## config.mk

```make
export PLATFORM = sky130hd
export DESIGN_NAME = shift_unit_seq
export DESIGN_NICKNAME = d
export VERILOG_FILES = /design/src/rtl/shift_pkg.sv /design/src/rtl/shift_step.sv /design/src/rtl/shift_unit_seq.sv
export SDC_FILE = /design/constraint.sdc
export NUM_CORES = 1
export LEC_CHECK = 0
export ABC_CLOCK_PERIOD_IN_PS = 2500
export CAP_MARGIN = 5
export CORE_MARGIN = 2
export CORE_UTILIZATION = 30
export CTS_BUF_LIST = sky130_fd_sc_hd__clkbuf_8
export DETAILED_ROUTE_END_ITERATION = 10
export PLACE_DENSITY_LB_ADDON = 0.1
export SLEW_MARGIN = 30
export SYNTH_ARGS = -nofsm -noshare
export SYNTH_HDL_FRONTEND = slang
export SYNTH_SLANG_ARGS = --single-unit
```

## constraint.sdc

```tcl
create_clock -name clk -period 2.5 [get_ports clk]
set_clock_uncertainty 0.15 [all_clocks]
set_input_delay 0.5 -clock clk [delete_from_list [all_inputs] [get_ports clk]]
set_output_delay 0.5 -clock clk [all_outputs]
set_load 0.1 [all_outputs]
```

## src/rtl/shift_pkg.sv

```systemverilog
`default_nettype none
// ============================================================================
// Module  : shift_pkg
// Brief   : Funct codes, FSM state encoding and opcode helper for shift_unit_seq
// Revision: 1.0 - initial release
// ============================================================================
package shift_pkg;

  localparam logic [2:0] FN_SLL = 3'b000;
  localparam logic [2:0] FN_SRA = 3'b001;
  localparam logic [2:0] FN_SRL = 3'b010;
  localparam logic [2:0] FN_ROL = 3'b011;
  localparam logic [2:0] FN_ROR = 3'b100;

  typedef enum logic [1:0] {
    S_IDLE  = 2'd0,
    S_SHIFT = 2'd1,
    S_DONE  = 2'd2
  } state_t;

  function automatic logic fn_legal(input logic [2:0] f);
    return (f <= FN_ROR);
  endfunction

endpackage
`default_nettype wire

```

## src/rtl/shift_step.sv

```systemverilog
`default_nettype none
// ============================================================================
// Module  : shift_step
// Brief   : Combinational single-step shifter/rotator, 0..STEP bits per call
// Revision: 1.0 - initial release
// ============================================================================
module shift_step
  import shift_pkg::*;
#(
  parameter int WIDTH = 16,
  parameter int AMT_W = 1
) (
  input  logic [WIDTH-1:0] i_value,
  input  logic [AMT_W-1:0] i_amount,
  input  logic [2:0]       i_op,
  output logic [WIDTH-1:0] o_value,
  output logic             o_out
);

  localparam int CW = $clog2(WIDTH) + 1;

  logic [CW-1:0]           w_a;
  logic [CW-1:0]           w_inv;
  logic [WIDTH:0]          w_sl;
  logic [WIDTH:0]          w_sr;
  logic signed [WIDTH:0]   w_sa;
  logic [WIDTH-1:0]        w_rol;
  logic [WIDTH-1:0]        w_ror;

  assign w_a   = CW'(i_amount);
  assign w_inv = CW'(WIDTH) - w_a;

  // One guard bit beyond the data catches the last bit shifted out.
  assign w_sl  = {1'b0, i_value} << w_a;
  assign w_sr  = {i_value, 1'b0} >> w_a;
  assign w_sa  = $signed({i_value, 1'b0}) >>> w_a;
  assign w_rol = (i_value << w_a) | (i_value >> w_inv);
  assign w_ror = (i_value >> w_a) | (i_value << w_inv);

  always_comb begin
    o_value = i_value;
    o_out   = 1'b0;
    case (i_op)
      FN_SLL: begin o_value = w_sl[WIDTH-1:0]; o_out = w_sl[WIDTH]; end
      FN_SRA: begin o_value = w_sa[WIDTH:1];   o_out = w_sa[0];     end
      FN_SRL: begin o_value = w_sr[WIDTH:1];   o_out = w_sr[0];     end
      FN_ROL: o_value = w_rol;
      FN_ROR: o_value = w_ror;
      default: ;
    endcase
  end

endmodule
`default_nettype wire

```

## src/rtl/shift_unit_seq.sv

```systemverilog
`default_nettype none
// ============================================================================
// Module  : shift_unit_seq
// Brief   : Multi-cycle shift/rotate unit, up to STEP bits per cycle, handshake
// Revision: 1.0 - initial release
// ============================================================================
module shift_unit_seq
  import shift_pkg::*;
#(
  parameter int WIDTH   = 16,
  parameter int STEP    = 1,
  parameter int SHAMT_W = $clog2(WIDTH)
) (
  input  logic               clk,
  input  logic               rst,
  input  logic               i_start,
  input  logic [WIDTH-1:0]   i_hyrja,
  input  logic [SHAMT_W-1:0] i_shamt,
  input  logic [2:0]         i_funct,
  output logic               o_ready,
  output logic               o_done,
  output logic [WIDTH-1:0]   o_result,
  output logic               o_carry,
  output logic               o_error
);

  localparam int             AMT_W  = $clog2(STEP) + 1;
  localparam logic [SHAMT_W:0] C_STEP = (SHAMT_W+1)'(STEP);

  state_t             r_state;
  logic [WIDTH-1:0]   r_acc;
  logic [SHAMT_W-1:0] r_cnt;
  logic [2:0]         r_op;
  logic               r_cy;
  logic               r_ill;
  logic [WIDTH-1:0]   r_result;
  logic               r_carry;
  logic               r_error;

  logic [SHAMT_W:0]   w_n;
  logic [WIDTH-1:0]   w_step_val;
  logic               w_step_out;

  assign w_n = ({1'b0, r_cnt} > C_STEP) ? C_STEP : {1'b0, r_cnt};

  shift_step #(
    .WIDTH (WIDTH),
    .AMT_W (AMT_W)
  ) u_step (
    .i_value  (r_acc),
    .i_amount (AMT_W'(w_n)),
    .i_op     (r_op),
    .o_value  (w_step_val),
    .o_out    (w_step_out)
  );

  always_ff @(posedge clk or posedge rst) begin
    if (rst) begin
      r_state  <= S_IDLE;
      r_acc    <= '0;
      r_cnt    <= '0;
      r_op     <= FN_SLL;
      r_cy     <= 1'b0;
      r_ill    <= 1'b0;
      r_result <= '0;
      r_carry  <= 1'b0;
      r_error  <= 1'b0;
    end else begin
      case (r_state)
        S_IDLE: begin
          if (i_start) begin
            r_acc   <= i_hyrja;
            r_op    <= i_funct;
            r_cy    <= 1'b0;
            r_state <= S_SHIFT;
            // An illegal opcode passes the operand through untouched.
            if (fn_legal(i_funct)) begin
              r_cnt <= i_shamt;
              r_ill <= 1'b0;
            end else begin
              r_cnt <= '0;
              r_ill <= 1'b1;
            end
          end
        end
        S_SHIFT: begin
          if (r_cnt != '0) begin
            r_acc <= w_step_val;
            r_cnt <= SHAMT_W'({1'b0, r_cnt} - w_n);
            r_cy  <= w_step_out;
          end else begin
            r_result <= r_acc;
            r_carry  <= r_cy;
            r_error  <= r_ill;
            r_state  <= S_DONE;
          end
        end
        S_DONE:  r_state <= S_IDLE;
        default: r_state <= S_IDLE;
      endcase
    end
  end

  assign o_ready  = (r_state == S_IDLE);
  assign o_done   = (r_state == S_DONE);
  assign o_result = r_result;
  assign o_carry  = r_carry;
  assign o_error  = r_error;

endmodule
`default_nettype wire

```

# Word-level counts from Yosys, hierarchy flattened

Index checks and enable logic that the tools add are counted.

Reductions and logical operators: 9
$add $sub $neg: 2
Shifts and indexed selects: 7
Equal/unequal tests: 10
Magnitude comparators: 2
Multiplexer cells: 17
Bitwise operators: 3

Operator list:

| cell                | number |
|---|---|
| $pmux 16 s5         | 1 |
| $mux 16             | 2 |
| $or 16x16->16       | 2 |
| $pmux 16 s2         | 1 |
| $shl 16x1->17       | 1 |
| $shr 17x1->17       | 1 |
| $sshr 17x1->17      | 1 |
| $mux 4              | 4 |
| $shl 16x1->16       | 1 |
| $shl 16x5->16       | 1 |
| $shr 16x1->16       | 1 |
| $shr 16x5->16       | 1 |
| $pmux 4 s2          | 1 |
| $eq 3x2->1 const B  | 2 |
| $ne 2x2->1 const B  | 3 |
| $ne 6x1->1 const B  | 1 |
| $reduce_and 2->1    | 3 |
| $sub 5x1->5 const A | 1 |
| $gt 4x1->1 const B  | 1 |
| $mux 2              | 2 |
| $pmux 2 s2          | 1 |
| $reduce_and 4->1    | 1 |
| $reduce_bool 4->1   | 1 |
| $sub 4x4->4         | 1 |
| 13 further kinds    | 15 |

Output and inout port bits: 20
Word-level logic and storage cells: 59
Register bits: 45
Bits of input ports: 26

# Depth between registers and ports, before layout

Word-level depth: 8
Gate-level depth with buffers: 7
Mapped depth without buffers: 7

# Cells and area by module

From an unflattened synthesis, not the netlist that was laid out.

Cell total of the unflattened synthesis: 245
Area total of the unflattened synthesis: 2,678.8 sq um

By module, submodules not included:

| module         | cells an instance | times used | area an instance (sq um) |
|---|---|---|---|
| shift_unit_seq | 149               | 1          | 2,095.8 |
| shift_step     | 96                | 1          | 583.1 |

# Worst setup path before layout

OpenSTA, ideal clock, no wires.

Path kind: reg2out
Start: register r_state[0]
End: output o_done
Stages on the path, launching flop included: 2
Setup slack: 118 ps
Data arrival time: 1,732 ps
Path through: dfrtp_1 nor2b_1

Cells in the longest elaborated chain, start to end: 1

RTL lines:

| element                | line                  | RTL |
|---|---|---|
| start, declared        | shift_unit_seq.sv:30  | `state_t r_state;` |
| start signal, assigned | shift_unit_seq.sv:59  | `r_state <= S_IDLE;` |
| start signal, assigned | shift_unit_seq.sv:75  | `r_state <= S_SHIFT;` |
| start signal, assigned | shift_unit_seq.sv:95  | `r_state <= S_DONE;` |
| $eq 2x2->1             | shift_unit_seq.sv:105 | `assign o_done = (r_state == S_DONE);` |
| end, declared          | shift_unit_seq.sv:21  | `output logic o_done,` |

Every way passes these cells.

# Worst setup path in the final report

Start: register r_cnt[0]
End: register r_acc[11]

Cells in the longest elaborated chain, start to end: 8
Elaborated cells between the ends (all ways): 18
Classes of those cells: add/sub: 1; order compare: 1; eq/ne: 1; shift: 7; mux: 4; bitwise: 2; reduce/logical: 2

RTL lines:

| element                                               | line                               | RTL |
|---|---|---|
| start, declared                                       | shift_unit_seq.sv:32               | `logic [SHAMT_W-1:0] r_cnt;` |
| start signal, assigned                                | shift_unit_seq.sv:78               | `r_cnt <= i_shamt;` |
| start signal, assigned                                | shift_unit_seq.sv:89               | `r_cnt <= SHAMT_W'({1'b0, r_cnt} - w_n);` |
| $gt 4x1->1                                            | shift_unit_seq.sv:44               | `assign w_n = ({1'b0, r_cnt} > C_STEP) ? C_STEP : {1'b0, r_cnt};` |
| $mux 4                                                | shift_unit_seq.sv:44               |  |
| $sub 5x1->5                                           | shift_step.sv:31                   | `assign w_inv = CW'(WIDTH) - w_a;` |
| $shl 16x5->16 / $shr 16x5->16 (equally long branches) | shift_step.sv:38, shift_step.sv:37 |  |
| $or 16x16->16 (on tied branches)                      | shift_step.sv:38, shift_step.sv:37 |  |
| $pmux 16 s5                                           | shift_step.sv:43                   | `case (i_op)` |
| $mux 16                                               | shift_unit_seq.sv:87               | `if (r_cnt != '0) begin` |
| $pmux 16 s2                                           | shift_unit_seq.sv:69               | `case (r_state)` |
| end signal, assigned                                  | shift_unit_seq.sv:72               | `r_acc <= i_hyrja;` |
| end signal, assigned                                  | shift_unit_seq.sv:88               | `r_acc <= w_step_val;` |
| end, declared                                         | shift_unit_seq.sv:31               | `logic [WIDTH-1:0] r_acc;` |

Several ways; a longest one is shown, not always the timed one. The select of a mux whose other input is x is not followed.
A chain may end at the register's enable or synchronous reset.

==> results.toml <==
[status]
status = "finished clean"

[finish]
layout-drive-gt1-share = 0.204
nets = 350
final_cell_mix = "dfrtp_1, o21ai_0, buf_4"
fin_area_sq_mm = 0.00321
area_delta_synth_final_pct = 23.8
final_common_cell = "dfrtp_1"
n_fill_cell = 845
insertedDiodeCount = 0
layout.cells.non_filler = 428

[logic_synthesis]
syn_nets = 308
synth_edf_count = 0
ys_ff_latch = 45
synth_adder_area_share = 0.00964
muxShareOfSynthArea = 0.0294
ys_seq_area_frac = 0.434
async_flop_share = 1.00
synth_compound_gate_area_share = 0.299
syn_area_per_cell_sq_um = 9.27
synthCells = 280
synth.distinct_cells = 53
syn_area_sq_mm = 0.00259
synth_top_family_by_area = "compound AO/OA/AOI/OAI gates"
synthFlopType = "dfrtp_1"
synth-xor-area-share = 0.00675
ys_warn_count = 0
synth-simple-area-share = 0.137

[clock_network]
hold_buffers = 0
cts_root_buf = "clkbuf_8"
clkTransAtPathRegs_ps = 90
numCtsBuffers = 5
cts.sinks = 45
clock_latency_ps = 310
cts-htree-levels = 2
cts_setup_buffers = 0
cts_resized = 0
clockBufferDepth = 2
cts_tree = "done"

[job]
drv_cap = 0

[timing]
setup_tns_ps = 0
min_period_over_period = 0.893
period_minus_slack_ps = 2230
setup_violations = 0
fmax_ghz = 0.448
hold_viol = 0
worstMarginPinSlew_ps = 827
relSlewSlack = 0.447
maxSlewViolCount = 0
rsz0062_at_grt = "false"

[drt]
finalWirelength_um = 6710
vias = 2183
drc = 0
ant_nets = 0
routed_via_density = 5.10
avgRoutedWirePerCell_um = 15.7
drt_iter0_drc = 104
drtPass1Iterations = 4

[grt]
grt_max_degree = 36
antenna_found_initial = 0
grt_first_pass_wirelength_um = 11200
grt_overflow = 0
grt_pass1_vias = 2208
track_usage = 0.145

[placed_design]
gp_congestion = 0.823
hpwl_um = 4820
place_inst = 420
port_buffers = 45
place_area_sq_mm = 0.00310

[floorplanning]
num_rows = 33
initial_utilization = 0.313
die_area_sq_mm = 0.00941
die_height_um = 97.0
dieWidth_um = 97.0
core_area_sq_mm = 0.00830
pin_count = 46

[setup_path]
cp-start-kind = "flip-flop"
cp.required_ps = 2540
worst_ep_arrival_time_ps = 2280
worstPathMaxFanout = 19
path_class = "reg -> reg"
crit_path_end_kind = "flip-flop"

[min_path]
hold_class = "reg -> reg"
-- critical path: stages (launching register included) --
cell      delay (ps)
dfrtp_1          460
or4_4            610
a21boi_4         490
inv_4            120
nand2_8          180
o31ai_1          110
-- worst paths after layout --
check | slack (ps) | to | cells after the start | start
max | 270 | r_acc[11] | 5 | r_cnt[0]
min | 340 | o_result[11] | 2 | o_result[11]
min reg2reg | 340 | o_result[11] | 2 | o_result[11]
min in group asynchronous | 370 | o_result[9] | 2 | rst
max in group asynchronous | 1320 | r_acc[0] | 3 | rst
max reg2reg | 270 | r_acc[11] | 5 | r_cnt[0]
-- Yosys cell counts, drive strengths merged (3+ instances only) --
cell type   n  area (sq um)
a31oi       3          18.8
o31ai      15           163
buf         9          68.8
a21oi      17          85.1
nand2      28           124
inv        22          85.1
dfrtp      45          1130
nand3       3          15.0
o21ai      38           190
mux2        5          56.3
o211ai     28           210
nor2       18          67.6
clkbuf     12          55.1
-- cell type report --
type / count / area [sq um] / area share
tap: 105 / 131 / 0.0409
multi-input combinational: 191 / 1250 / 0.390
clock inverter: 3 / 46.3 / 0.0144
clock buffer: 5 / 68.8 / 0.0214
timing repair buffer: 57 / 503 / 0.157
inverter: 22 / 85.1 / 0.0265
sequential: 45 / 1130 / 0.351
-- sequential cells by signal, indices dropped and copies added (netlist names) --
register / count
o_error: 1
r_ill: 1
o_carry: 1
r_state: 2
r_op: 3
r_cy: 1
r_cnt: 4
o_result: 16
r_acc: 16
-- per-stage QoR --
step                      setup slack, ps  hold slack, ps  utilization
after global routing                  139             373        0.387
after detailed placement              131             323        0.373
after floorplan                       118             295            -
after global placement                180             314        0.373
after CTS                             248             344        0.387
final                                 267             336        0.387
-- routing by layer --
layer  global-route usage  wire length, um  vias to the layer above
li1                     -                -                     1084
met1                0.212             3340                     1053
met2                0.222             3110                       39
met3               0.0238              204                        7
met4               0.0368               68                        0
met5                    0                0                        -
-- cell families after synthesis --
family	after synthesis
buffers and inverters	44
AND/OR/NAND/NOR	68
AO/OA/AOI/OAI	112
multiplexers	7
flip-flops	45
adder cells (fa/ha/maj)	2
XOR/XNOR	2
Power is left out: the tool's default activity adds up to more than one toggle a clock period on the data nets, which glitch-free logic cannot reach.
